===== config.mk =====
export PLATFORM = sky130hd
export DESIGN_NAME = axis_ad5791_spi_rx
export DESIGN_NICKNAME = d
export VERILOG_FILES = /design/src/rtl/axis_ad5791_pkg.sv /design/src/rtl/ad5791_sync_edge.sv /design/src/rtl/axis_ad5791_spi_rx.sv
export SDC_FILE = /design/constraint.sdc
export NUM_CORES = 1
export LEC_CHECK = 0
export ABC_AREA = 1
export ABC_CLOCK_PERIOD_IN_PS = 1900
export CORE_MARGIN = 2
export CORE_UTILIZATION = 35
export CTS_BUF_LIST = sky130_fd_sc_hd__clkbuf_8 sky130_fd_sc_hd__clkbuf_16
export DETAILED_ROUTE_END_ITERATION = 10
export HOLD_SLACK_MARGIN = 0.05
export PLACE_DENSITY = 0.6
export SLEW_MARGIN = 20
export SYNTH_ARGS = -nofsm -noshare
export SYNTH_HDL_FRONTEND = slang
export SYNTH_SLANG_ARGS = --single-unit

===== constraint.sdc =====
create_clock -name m_axis_aclk -period 1.9 [get_ports m_axis_aclk]
set_input_delay 0.285 -clock m_axis_aclk [delete_from_list [all_inputs] [get_ports m_axis_aclk]]
set_output_delay 0.285 -clock m_axis_aclk [all_outputs]
set_load 0.05 [all_outputs]

===== src/rtl/axis_ad5791_pkg.sv =====
// Shared constants and types for the AD5791 SPI frame receiver.
// Field positions describe the AD5791 input shift register layout.
package axis_ad5791_pkg;

  localparam int AD5791_FRAME_BITS = 24;
  localparam int AD5791_RW_BIT     = 23;
  localparam int AD5791_ADDR_MSB   = 22;
  localparam int AD5791_ADDR_LSB   = 20;
  localparam int AD5791_DATA_MSB   = 19;
  localparam int AD5791_DATA_LSB   = 0;

  typedef enum logic [1:0] {
    WAIT_HIGH = 2'd0,
    IDLE      = 2'd1,
    SHIFT     = 2'd2
  } rx_state_e;

endpackage


===== src/rtl/ad5791_sync_edge.sv =====
// N-stage synchroniser for one asynchronous SPI wire, plus a history flop
// for edge detection. STAGES must be at least 2.
module ad5791_sync_edge #(
  parameter int STAGES = 2
) (
  input  logic clk,
  input  logic srst,
  input  logic d,
  output logic level,
  output logic rise,
  output logic fall
);

  logic [STAGES-1:0] sync_reg;
  logic              hist_reg;

  generate
    for (genvar gi = 0; gi < STAGES; gi++) begin : g_stage
      if (gi == 0) begin : g_first
        always_ff @(posedge clk) begin
          if (srst) sync_reg[gi] <= 1'b0;
          else      sync_reg[gi] <= d;
        end
      end else begin : g_next
        always_ff @(posedge clk) begin
          if (srst) sync_reg[gi] <= 1'b0;
          else      sync_reg[gi] <= sync_reg[gi-1];
        end
      end
    end
  endgenerate

  always_ff @(posedge clk) begin
    if (srst) hist_reg <= 1'b0;
    else      hist_reg <= sync_reg[STAGES-1];
  end

  assign level = sync_reg[STAGES-1];
  assign rise  = sync_reg[STAGES-1] & ~hist_reg;
  assign fall  = ~sync_reg[STAGES-1] & hist_reg;

endmodule


===== src/rtl/axis_ad5791_spi_rx.sv =====
// Oversampling SPI slave for the AD5791 3-wire link: deserialises each
// SYNC-framed word MSB first and presents it on an AXI-Stream master.
module axis_ad5791_spi_rx
  import axis_ad5791_pkg::*;
#(
  parameter int FRAME_BITS  = AD5791_FRAME_BITS,
  parameter int SYNC_STAGES = 2,
  parameter int CNT_WIDTH   = 16
) (
  input  logic                  m_axis_aclk,
  input  logic                  m_axis_areset,
  input  logic                  dac_sclk,
  input  logic                  dac_sdi,
  input  logic                  dac_syncn,
  output logic [FRAME_BITS-1:0] m_axis_tdata,
  output logic                  m_axis_tvalid,
  input  logic                  m_axis_tready,
  output logic                  frame_err,
  output logic                  overflow,
  output logic [CNT_WIDTH-1:0]  frame_count
);

  localparam int CW = $clog2(FRAME_BITS + 2);

  logic sclk_level_unused, sclk_rise_unused, sclk_fall;
  logic sdi_level, sdi_rise_unused, sdi_fall_unused;
  logic syncn_level, syncn_rise, syncn_fall;

  ad5791_sync_edge #(.STAGES(SYNC_STAGES)) u_sclk (
    .clk(m_axis_aclk), .srst(m_axis_areset), .d(dac_sclk),
    .level(sclk_level_unused), .rise(sclk_rise_unused), .fall(sclk_fall)
  );
  ad5791_sync_edge #(.STAGES(SYNC_STAGES)) u_sdi (
    .clk(m_axis_aclk), .srst(m_axis_areset), .d(dac_sdi),
    .level(sdi_level), .rise(sdi_rise_unused), .fall(sdi_fall_unused)
  );
  ad5791_sync_edge #(.STAGES(SYNC_STAGES)) u_syncn (
    .clk(m_axis_aclk), .srst(m_axis_areset), .d(dac_syncn),
    .level(syncn_level), .rise(syncn_rise), .fall(syncn_fall)
  );

  rx_state_e             state_reg, state_next;
  logic [FRAME_BITS-1:0] shift_reg, shift_next;
  logic [CW-1:0]         cnt_reg, cnt_next;
  logic                  do_load, do_err, do_ovf;
  logic                  out_free;

  assign out_free = ~m_axis_tvalid | m_axis_tready;

  always_ff @(posedge m_axis_aclk) begin
    if (m_axis_areset) state_reg <= WAIT_HIGH;
    else               state_reg <= state_next;
  end

  always_comb begin
    state_next = state_reg;
    case (state_reg)
      WAIT_HIGH: if (syncn_level) state_next = IDLE;
      IDLE:      if (syncn_fall)  state_next = SHIFT;
      SHIFT:     if (syncn_rise)  state_next = IDLE;
      default:                    state_next = WAIT_HIGH;
    endcase
  end

  // A bit landing in the same cycle as the closing sync edge is counted
  // before the frame is judged, so evaluation looks at cnt_next.
  always_comb begin
    shift_next = shift_reg;
    cnt_next   = cnt_reg;
    do_load    = 1'b0;
    do_err     = 1'b0;
    do_ovf     = 1'b0;
    case (state_reg)
      IDLE: if (syncn_fall) cnt_next = '0;
      SHIFT: begin
        if (sclk_fall) begin
          if (cnt_reg < CW'(FRAME_BITS))
            shift_next = {shift_reg[FRAME_BITS-2:0], sdi_level};
          if (cnt_reg != CW'(FRAME_BITS + 1))
            cnt_next = cnt_reg + 1'b1;
        end
        if (syncn_rise) begin
          if (cnt_next != CW'(FRAME_BITS)) do_err  = 1'b1;
          else if (out_free)               do_load = 1'b1;
          else                             do_ovf  = 1'b1;
        end
      end
      default: ;
    endcase
  end

  always_ff @(posedge m_axis_aclk) begin
    if (m_axis_areset) begin
      shift_reg     <= '0;
      cnt_reg       <= '0;
      m_axis_tdata  <= '0;
      m_axis_tvalid <= 1'b0;
      frame_err     <= 1'b0;
      overflow      <= 1'b0;
      frame_count   <= '0;
    end else begin
      shift_reg <= shift_next;
      cnt_reg   <= cnt_next;
      frame_err <= do_err;
      overflow  <= do_ovf;
      if (do_load) begin
        m_axis_tdata  <= shift_next;
        m_axis_tvalid <= 1'b1;
        frame_count   <= frame_count + 1'b1;
      end else if (m_axis_tready) begin
        m_axis_tvalid <= 1'b0;
      end
    end
  end

endmodule

Word-level counts from Yosys, hierarchy flattened
Cells that the tools add are included.

storage, ports and cells
  register bits = 82

operators by class
  reduce and logical (&&, ||, !) cells = 7
  bitwise operators = 10
  $add $sub $neg = 2
  mux-type cells = 20
  magnitude comparators = 1
  equal/unequal tests = 7

operators with widths
  operator               count
  $mux 24                3
  $mux 5                 4
  $add 16x1->16 const B  1
  $ne 5x5->1 const B     2
  $pmux 5 s2             1
  $mux 1                 8
  $mux 2                 3
  $not 1->1              6
  $pmux 2 s3             1
  $add 5x1->5 const B    1
  $lt 5x5->1 const B     1
  $ne 2x2->1 const B     2
  $reduce_bool 2->1      2
  $reduce_or 4->1        1
  $and 1x1->1            3
  $reduce_and 3->1       1
  $reduce_or 3->1        1
  $eq 2x1->1 const B     1
  $eq 2x2->1 const B     1
  $logic_not 2->1        1
  $ne 2x1->1 const B     1
  $reduce_and 2->1       1
  $or 1x1->1             1

Longest topological paths before layout
  depth in word-level cells = 9
  gate-level depth with buffers = 15
  mapped depth without buffers = 14

Modules after synthesis
From an unflattened synthesis, not the netlist that was laid out.

second synthesis, totals
  cells, all modules = 581
  area total of the unflattened synthesis = 3,927.5 sq um

by module, submodules not included
  module              area an instance (sq um)  cells an instance  times used
  axis_ad5791_spi_rx  3,646.0                   545                1
  ad5791_sync_edge    93.8                      12                 3

Worst setup path after synthesis
Ideal clock, no wire load.

  kind = register to register
  start point = reg frame_count[1]
  end point = reg frame_count[14]
  buffers on the path = 0
  required time = 1,836 ps
  arrival time = 1,840 ps
  stages on the path, launching flop included = 12
  setup slack = -4 ps
  clock period less this slack = 1,904 ps
  path through = dfxtp_1 ha_1 nand2_1 nor2_1 inv_1 nor2_1 nand2_1 nor2_1 nand4_1 nand2_1 inv_1 nor2_1

on the way
  word-level cells in the longest chain between the ends = 1

ends and longest elaborated chain
  item                      RTL line                   text
  start: declaration        axis_ad5791_spi_rx.sv:20   output logic [CNT_WIDTH-1:0] frame_count
  start signal: assignment  axis_ad5791_spi_rx.sv:109  frame_count <= frame_count + 1'b1;
  $add 16x1->16             axis_ad5791_spi_rx.sv:109

No other way between the ends.
A chain may end at the register's enable or synchronous reset.

Worst setup path after layout
  start point = reg cnt_reg[1]
  end point = reg m_axis_tdata[1]

on the way
  word-level cells in the longest chain between the ends = 8
  elaborated cells between the ends (all ways) = 13
  those cells by class = add/sub: 1; order compare: 1; eq/ne: 2; mux: 9

ends and longest elaborated chain
  item                                              RTL line                                            text
  start: declaration                                axis_ad5791_spi_rx.sv:44                            logic [CW-1:0] cnt_reg, cnt_next;
  start signal: assignment                          axis_ad5791_spi_rx.sv:103                           cnt_reg <= cnt_next;
  $add 5x1->5 / $ne 5x5->1 (equally long branches)  axis_ad5791_spi_rx.sv:80, axis_ad5791_spi_rx.sv:79
  $mux 5                                            axis_ad5791_spi_rx.sv:79                            if (cnt_reg != CW'(FRAME_BITS + 1))
  $mux 5                                            axis_ad5791_spi_rx.sv:76                            if (sclk_fall) begin
  $mux 5                                            axis_ad5791_spi_rx.sv:73                            case (state_reg)
  $ne 5x5->1                                        axis_ad5791_spi_rx.sv:83                            if (cnt_next != CW'(FRAME_BITS)) do_err = 1'b1;
  $mux 1                                            axis_ad5791_spi_rx.sv:83
  $mux 1                                            axis_ad5791_spi_rx.sv:82                            if (syncn_rise) begin
  $mux 1                                            axis_ad5791_spi_rx.sv:73
  end signal: assignment                            axis_ad5791_spi_rx.sv:107                           m_axis_tdata <= shift_next;
  end: declaration                                  axis_ad5791_spi_rx.sv:15                            output logic [FRAME_BITS-1:0] m_axis_tdata,

Parallel ways exist; a longest one is shown, timed or not. The select of a mux whose other input is x is not followed.

==> metrics.md <==
| Metric | Value |
|---|---|
| Sw Pwr | about 0.76 mW |
| Slew Limit Fails | 0 |
| Final worst slack | 0.0227 ns |
| Hold Path End | u_sdi.level |
| Main flop type after synthesis | dfxtp_1 |
| Cell with the most instances after synthesis | inv_1 |
| Clk Latency, worst-skew pair | ~0.37 ns |
| Post-synth EDFFs | 0 |
| Clock root cell | clkbuf_8 |
| Crit-path cells | inv_4, ha_4, inv_2, nor2_4, nand3_1, nand3_1, nand3_4, nor2_4, buf_6, clkbuf_16, nand3_2, nand2_1, nor2_1 |
| Sequential fraction of the synthesis area | 0.421 |
| CTS tree | yes |
| Net Sw Frac | 0.239 |
| Cell Rows | 38 |
| Nets@finish | ~650 |
| Adder-cell share of the synthesized area | 0.00962 |
| Finished Cell Area | about 5000 um2 |
| Worst Min Path Start | u_sdi.sync_reg[0] |
| Total Routing Usage GR | 0.153 |
| IO Pins | 49 |
| Area Overhead vs Synth | 29.0% |
| Die Ht | 110 um |
| Synth Area in XOR/XNOR | 0 |
| Mapped Nets | 593 |
| Mux cell area share after synthesis | 0.00513 |
| Via Count | between 3000 and 4000 |
| GRT busiest layer | met2 |
| Yosys top cell area share | 0.421 |
| Max-cap viol count | 0 |
| First-pass GRT wire length | 14.5 mm |
| Share of layout cells above drive strength 1 | 0.148 |
| Clock buffer count from CTS | 9 |
| Number of routed nets with antenna violations | 0 |
| Critical R2R Capture | m_axis_tdata[1] |
| Sequential power share | 0.543 |
| Drt pass-1 iters | 5 |
| CTS sink cnt | 82 |
| Synth area leaders | dfxtp_1 (42%), inv_1 (11%), nand2_1 (11%) |
| Routed wire length | 9.05 mm |
| Mapped Cells | ~600 |
| Vias/cell | 4.59 |
| Tcrit/Tclk final | 0.988 |
| Hold Crit Class | register to register |
| Met3 Use GR | 0.0397 |
| Post-synthesis compound-gate area fraction | 0.0439 |
| Peak supply drop | 391 uV |
| # hold bufs at CTS | 0 |
| Worst setup SP type | register |
| Die width | approximately 110 um |
| CTS H-tree lvls | 3 |
| Place WS | between 0.015 and 0.02 ns |
| Initial Util | 0.360 |
| Power per cell area | around 630 nW/um2 |
| Main combinational cell family by area after synthesis | simple AND/OR/NAND/NOR gates |
| Rel. slew slack | 0.546 |
| DRC | 0 |
| Largest area contributor in the synthesized netlist | dfxtp_1 |
| Seq cells post-synth | 82 |
| CP Buf/Inv Count | 4 |
| Number of global-route vias before repair | 3217 |
| Setup_tns | 0 ns |
| Placed Area | 4570 um2 |
| Clock-pin slew on the worst setup and hold paths | 0.09 ns |
| N_diodes | 0 |
| Critical path capture point type | register |
| Routability cong. | 0.860 |
| Final min period | between 1.5 and 2 ns |
| Met1 Resource Use GR | 0.201 |
| Synth Area per Inst | 6.68 um2 |
| Final hold vios | 0 |
| Status | complete, no violations |
| WP data arrival | 2.14 ns |
| Synth warn | 0 |
| Total gr overflow | 0 |
| FMAX | 533 MHz |
| Mapped cell area | about 3900 um2 |
| Detailed placement HPWL | 5.60 mm |
| Crit path largest cell delay | 0.37 ns |
| Die area | about 12000 um2 |
| RSZ-0062 raised after global routing | true |
| Core Footprint | 10800 um2 |
| Crit-path slowest cell | dfxtp_4 |
| Met2 usage | 0.239 |
| Max FO, Critical Path | 6 |
| Stages on the worst setup path | 13 |
| Combinational share of power | 0.032 |
| Final setup vio count | 0 |
| Clock power share | 0.425 |
| Synth unique cells | 29 |
| Asr flop ratio synth | 0 |
| Worst reg-to-reg path cell count | 13 |
| Worst clock skew | 0.0109 ns |
| Drt initial violations | approximately 180 |
| Cell family with most CP delay | simple AND/OR/NAND/NOR gates |
| Cell Int Power | 2.42 mW |
| Worst R2R Start | cnt_reg[1] |
| WL/cell | between 10 and 15 um |
| WP data required | between 2 and 2.5 ns |
| Simple-gate area share of the yosys netlist | 0.360 |
| Worst reg-to-reg setup slack | 0.02 ns |
| Hold-critical path depth | 2 |
| Largest net degree at the start of global routing | 42 |
| Clock buffer depth | 2 |
| Initial antenna violation count | 0 |
| Worst Max-Slew Pin Slew | 0.679 ns |
| Leakage power | 2.35 nW |
| Final Power | 3.18 mW |
| Top cells by count, synth | inv_1 (117), nand2_1 (116), nor2_1 (99), dfxtp_1 (82), nand3_1 (39) |
| CP Class | register to register |
| I/O Buffers | 48 |
-- layer usage --
layer,part of all wire,vias up
met5,0,-
met4,0.015,0
met3,0.045,15
met2,0.44,77
met1,0.50,1630
li1,-,1876
-- final cells by class --
type,count,area [um2]
Multi-Input combinational cell,353,1750
Clock buffer,10,138
Sequential cell,82,1650
Fill cell,1132,5800
Tap cell,140,175
Clock inverter,6,75.1
Timing Repair Buffer,71,786
Inverter,122,460
-- worst min-delay path, cell delays in order (launching register included) --
cell	delay [ns]
dfxtp_1	0.30
inv_1	0.04
nor2_1	0.03
-- power groups by stage --
stage                     Sequential [mW]  Combinational [mW]  Clock [mW]
after global routing                 1.73               0.113        1.47
after CTS                            1.73              0.0990        1.40
final                                1.73               0.101        1.35
after detailed placement             1.77              0.0983           0
after global placement               1.77              0.0972           0
after floorplan                      1.77              0.0648           0
-- how the worst max path moves through the flow --
stage | to | slack (ns) | startpoint
after floorplan | frame_count[14] | 0.005 | frame_count[0]
after global placement | frame_count[11] | 0.11 | m_axis_tready
after detailed placement | frame_count[11] | 0.02 | cnt_reg[1]
after CTS | frame_count[3] | 0.003 | frame_count[3]
after global routing | m_axis_tdata[12] | -0.08 | cnt_reg[1]
final | m_axis_tdata[1] | 0.02 | cnt_reg[1]
-- cell usage in the layout, fill, tap and decap left out, drive strengths merged --
cell type / instances
buf: 22
inv: 122
nor4: 2
nand3b: 1
a21oi: 17
bufinv: 1
dlygate4sd2: 5
nand4: 30
nand3: 41
clkbuf: 13
clkinv: 4
o21ai: 14
nand2: 133
a31oi: 1
clkdlybuf4s50: 34
ha: 3
clkinvlp: 1
nor3: 6
o211a: 1
dlymetal6s2s: 7
dfxtp: 82
nor2: 102
mux2i: 2
-- kinds of logic (layout without fill, tap and decap cells) --
kind of cell,Yosys count,in the layout
buf+inv,149,209
compound gates,33,33
fa+ha+maj,3,3
simple gates,315,315
flops,82,82
mux,2,2
-- repair_timing --
action | in CTS | in global routing
cloned | 0 | 4
endpoints found under the setup margin | 6 | 48
resized for setup | 6 | 40
pin swaps | 0 | 7
setup buffers | 0 | 3
-- through the flow --
stage	std cells	utilization	hold slack [ns]
finish	784	0.465	0.403
global route	784	0.465	0.420
CTS	777	0.441	0.400
detailed placement	761	0.421	0.400
global placement	761	0.421	0.400
floorplan	584	-	0.388
(Power assumes the default switching activity.)
